### src/rtl/roe_regfile.sv
// roe_regfile -- banked 16 x DW register file for the R.O.E core.
//
// Addresses are {bank[1:0], index[1:0]} as produced by the play-area
// register decoder. Two asynchronous read ports, one write port with a
// single write-back stage, and a sequenced clear of one 4-register bank.
//
// Optional feature macro: ROE_REGFILE_BYPASS_EN
//   defined   : reads of the pending write address return the pending data
//               (or 0 if the clear sequence hits that address on the next edge)
//   undefined : reads come only from the array
//
// Ports:
//   clk, reset          single clock, synchronous active-high reset
//   raddr_a / rdata_a   read port A (combinational)
//   raddr_b / rdata_b   read port B (combinational)
//   wen, waddr, wdata   write request, captured then committed one edge later
//   clr_req, clr_bank   start clearing bank clr_bank (ignored while clearing)
//   clr_busy            high while the four bank registers are being cleared
//   clr_done            one-cycle pulse after the last register is cleared

module roe_regfile #(
  parameter int DW   = 8,
  parameter int NREG = 16
) (
  input  logic          clk,
  input  logic          reset,
  input  logic [3:0]    raddr_a,
  output logic [DW-1:0] rdata_a,
  input  logic [3:0]    raddr_b,
  output logic [DW-1:0] rdata_b,
  input  logic          wen,
  input  logic [3:0]    waddr,
  input  logic [DW-1:0] wdata,
  input  logic          clr_req,
  input  logic [1:0]    clr_bank,
  output logic          clr_busy,
  output logic          clr_done
);

  localparam int NRD = 2;

  typedef enum logic [1:0] {
    IDLE = 2'd0,
    CLR  = 2'd1,
    DONE = 2'd2
  } clr_state_e;

  logic [NREG-1:0][DW-1:0] mem;

  // write-back stage
  logic          pend_v;
  logic [3:0]    pend_addr;
  logic [DW-1:0] pend_data;
  logic          wr_accept;

  // clear sequencer
  clr_state_e state, state_nxt;
  logic [1:0] bank;
  logic [1:0] idx;
  logic [3:0] clr_addr;

  assign clr_addr  = {bank, idx};
  assign wr_accept = wen && !clr_busy;

  // ---------------- clear FSM ----------------
  always_ff @(posedge clk) begin
    if (reset) state <= IDLE;
    else       state <= state_nxt;
  end

  always_comb begin
    state_nxt = state;
    clr_busy  = 1'b0;
    clr_done  = 1'b0;
    case (state)
      IDLE: if (clr_req) state_nxt = CLR;
      CLR: begin
        clr_busy = 1'b1;
        if (idx == 2'd3) state_nxt = DONE;
      end
      DONE: begin
        clr_done  = 1'b1;
        state_nxt = IDLE;
      end
      default: state_nxt = IDLE;
    endcase
  end

  always_ff @(posedge clk) begin
    if (reset) begin
      bank <= '0;
      idx  <= '0;
    end else if (state == IDLE && clr_req) begin
      bank <= clr_bank;
      idx  <= '0;
    end else if (state == CLR) begin
      idx  <= idx + 2'd1;
    end
  end

  // ---------------- write-back stage ----------------
  // pend_v tracks wen every cycle so back-to-back writes stream at 1/cycle.
  always_ff @(posedge clk) begin
    if (reset) begin
      pend_v    <= 1'b0;
      pend_addr <= '0;
      pend_data <= '0;
    end else begin
      pend_v <= wr_accept;
      if (wr_accept) begin
        pend_addr <= waddr;
        pend_data <= wdata;
      end
    end
  end

  // ---------------- array ----------------
  // The clear write is issued after the commit so it wins on an address clash.
  always_ff @(posedge clk) begin
    if (reset) begin
      mem <= '0;
    end else begin
      if (pend_v)   mem[pend_addr] <= pend_data;
      if (clr_busy) mem[clr_addr]  <= '0;
    end
  end

  // ---------------- read ports ----------------
  logic [NRD-1:0][3:0]    raddr;
  logic [NRD-1:0][DW-1:0] rdata;

  assign raddr   = {raddr_b, raddr_a};
  assign rdata_a = rdata[0];
  assign rdata_b = rdata[1];

  for (genvar p = 0; p < NRD; p++) begin : g_rd
    always_comb begin
      rdata[p] = mem[raddr[p]];
`ifdef ROE_REGFILE_BYPASS_EN
      // Forward the in-flight write, but a clear landing on the same
      // address at the next edge overrides it.
      if (pend_v && raddr[p] == pend_addr) begin
        if (clr_busy && raddr[p] == clr_addr) rdata[p] = '0;
        else                                  rdata[p] = pend_data;
      end
`endif
    end
  end

endmodule
### config.mk
export PLATFORM = sky130hd
export DESIGN_NAME = roe_regfile
export DESIGN_NICKNAME = d
export VERILOG_FILES = /design/src/rtl/roe_regfile.sv
export SDC_FILE = /design/constraint.sdc
export NUM_CORES = 1
export LEC_CHECK = 0
export CAP_MARGIN = 40
export CORE_UTILIZATION = 50
export CTS_CLUSTER_SIZE = 30
export DETAILED_ROUTE_END_ITERATION = 10
export HOLD_SLACK_MARGIN = 0.02
export MAX_ROUTING_LAYER = met4
export PLACE_DENSITY = 0.69
export SETUP_SLACK_MARGIN = 0.15
export SLEW_MARGIN = 0
export SYNTH_ARGS = -nofsm -noshare
export SYNTH_HDL_FRONTEND = slang
export SYNTH_SLANG_ARGS = --single-unit
### constraint.sdc
create_clock -name clk -period 2 [get_ports clk]
set_input_delay 0.4 -clock clk [delete_from_list [all_inputs] [get_ports clk]]
set_output_delay 0.4 -clock clk [all_outputs]
set_load 0.005 [all_outputs]
==> impl_metrics.csv <==
group,metric,value,unit
outcome,outcome,"finished, violations left",
outcome,violations,"negative setup slack",
global_route,gr-usage-all-layers,0.347,
worst_setup_path,start_kind,"input port",
detailed_routing,drc,0,
detailed_routing,vias,7597,
die,die_w,128,um
cts,hold_buffers,0,
worst_setup_path,rr_startpoint,"state[1]",
die,die_y,128,um
timing,final-hold-violation-count,0,
min_path,hp-class,"reg -> reg",
yosys,syn_nets,878,
cells_and_area,fin_nets,918,
flow_run,max-cap-violations,0,
global_route,grt_pass1_vias,7471,
cts,cts_sinks,147,
timing,period_share,1.12,
power,p_leak,0.00336,uW
die,start_util,0.516,
yosys,synth-edff-count,0,
timing,slew_viol_final,0,
detailed_routing,via_per_inst,6.84,
global_route,grt_max_degree,33,
cells_and_area,final_cell_mix,"nand3_1 (141), a21oi_1 (141), o21ai_0 (140)",
cts,path_clk_slew,0.06,ns
worst_setup_path,worstPathArrival,1.83,ns
die,dieArea,16300,um2
place,dp_hpwl,16.3,mm
timing,rsz0062_at_grt,"true",
worst_setup_path,crit_required,1.60,ns
cts,cts_root_buffer,"clkbuf_16",
min_path,min_path_cells,2,
die,core_area,15300,um2
die,row_count,45,
worst_setup_path,worstRegToRegCells,4,
cells_and_area,area_growth,21.9,%
worst_setup_path,reg2reg_to,"mem[98]",
cts,cts_tree,"built",
timing,worstMarginPinSlew,0.761,ns
place,place_area,8650,um2
cts,cts_buffers,17,
place,dp_slack,-0.775,ns
yosys,yosys_warnings,0,
yosys,synth_ff_type,"dfxtp_1",
yosys,synthesis.area,7900,um2
detailed_routing,wl_per_cell,23.9,um
cells_and_area,drive_gt1_frac,0.273,
yosys,synth.largest_area_cell,"dfxtp_1",
yosys,yosysTopAreaCellShare,0.373,
timing,layout_setup_ws,-0.235,ns
min_path,hp-start,"pend_data[0]",
global_route,grt_overflow_total,0,
timing,max_freq,447,MHz
place,gp_congestion,0.863,
yosys,syn-instance-count,848,
timing,setup_violations,16,
power,p_per_area,732,nW/um2
cells_and_area,final_area,9620,um2
worst_setup_path,worstSetupPathType,"in -> out",
global_route,grt_pass1_wl,41.3,mm
timing,finalClockSkew,0.00778,ns
timing,finalCriticalPeriod,2.23,ns
yosys,synthArstFlopShare,0,
power,peakVddDrop,0.000762,V
yosys,syn_avg_cell_area,9.31,um2
yosys,yosysSeqAreaShare,0.373,
detailed_routing,drt_first_pass_iters,7,
cells_and_area,diodes,0,
yosys,ys_types,38,
detailed_routing,detail-route-antenna-nets,0,
global_route,antenna_found_initial,0,
min_path,min_to,"pend_data[0]",
yosys,synth_top_cells_by_area,"dfxtp_1 (37%), mux4_2 (9.7%), mux4_1 (9.3%)",
die,ioPinCount,44,
place,io_buffers,43,
detailed_routing,drt-total-wl,26.5,mm
worst_setup_path,worst_setup_path_end_kind,"output pin",
cts,cts_buffer_depth,2,
timing,slew_headroom,0.492,
worst_setup_path,reg2reg_slack,0.35,ns
worst_setup_path,crit_fanout,7,
detailed_routing,drt_iter0_drc,1121,
cts,insertion_delay,0.43,ns
cts,h-tree-depth,4,
yosys,synth_seq_cells,147,
## how the worst max path moves through the flow
stage / start / to / slack, ns / cells past startpoint
final: raddr_b[0] / rdata_b[0] / -0.23 / 7
after global routing: mem[31] / rdata_a[7] / -0.25 / 4
after CTS: mem[31] / rdata_a[7] / -0.21 / 4
after detailed placement: raddr_a[1] / rdata_a[7] / -0.78 / 6
after global placement: raddr_b[1] / rdata_b[0] / -0.77 / 6
after floorplan: raddr_a[0] / rdata_a[4] / 0.15 / 5
## cell type report
cell class | instances | area (um2)
Clock buffer | 22 | 474
Timing Repair Buffer | 120 | 1250
Fill cell | 1247 | 5690
Inverter | 5 | 18.8
Sequential cell | 147 | 2980
Tap cell | 211 | 264
Multi-Input combinational cell | 597 | 4510
Clock inverter | 9 | 129
## cell usage after synthesis (all sizes together) (3+ instances only)
cell           instances
clkbuf                45
ha                     4
and2                   3
o21ai                140
dfxtp                147
mux4                  64
clkdlybuf4s25          6
nor2                   6
a21o                  16
buf                   48
nor2b                  5
a22oi                 33
nand2                 19
nand3                141
inv                    5
nand2b                 3
mux2i                  3
nor3                   3
a21oi                141
## sequential cells by signal (all words and copies together), names as in the netlist
signal,count
pend_v,1
pend_data,8
pend_addr,4
mem,128
state,2
bank,2
idx,2
## what timing repair did
item | in CTS | in global routing
cloned | 4 | 0
gates resized for setup | 166 | 16
pin swaps | 36 | 7
buffers inserted | 15 | 0
setup endpoints to repair | 18 | 46
## routing by layer
metal	global-route usage	wire, um	vias up
met5	-	0	-
met4	0.174	1140	0
met3	0.0806	3040	107
met2	0.536	12400	539
met1	0.427	9940	3670
li1	-	-	3281
## report_power, final
group	leakage [uW]	switching, uW	internal, uW	total (uW)
registers	0.00120	62.0	2950	3010
logic	0.00187	437	298	735
clock network	0.000292	1250	2050	3300
total	0.00336	1750	5300	7050
## through the flow
step	hold WS, ns	TNS, ns	utilization	cells	power [uW]
floorplan	0.457	0	-	848	3420
global placement	0.465	-11.05	0.565	1061	3680
detailed placement	0.478	-11.24	0.565	1061	3690
CTS	0.486	-1.77	0.625	1111	7010
global route	0.513	-2.43	0.628	1111	7220
finish	0.483	-1.83	0.628	1111	7050
## kinds of logic (layout without fill, tap and decap cells)
family	Yosys count	in the layout	share of synthesized area
AOI/OAI and AO/OA	331	331	0.226
and+or+nand+nor	195	195	0.128
DFF	147	147	0.373
buffers and inverters	104	156	0.0667
muxes	67	67	0.200
adders and majority gates	4	4	0.00634
## critical path, cell delays in order
cell	delay [ns]
buf_12	0.09
buf_12	0.13
buf_4	0.11
mux4_4	0.63
a22oi_2	0.27
nand2_1	0.07
buf_2	0.13
Note: power is estimated with default switching activity, not from simulation.
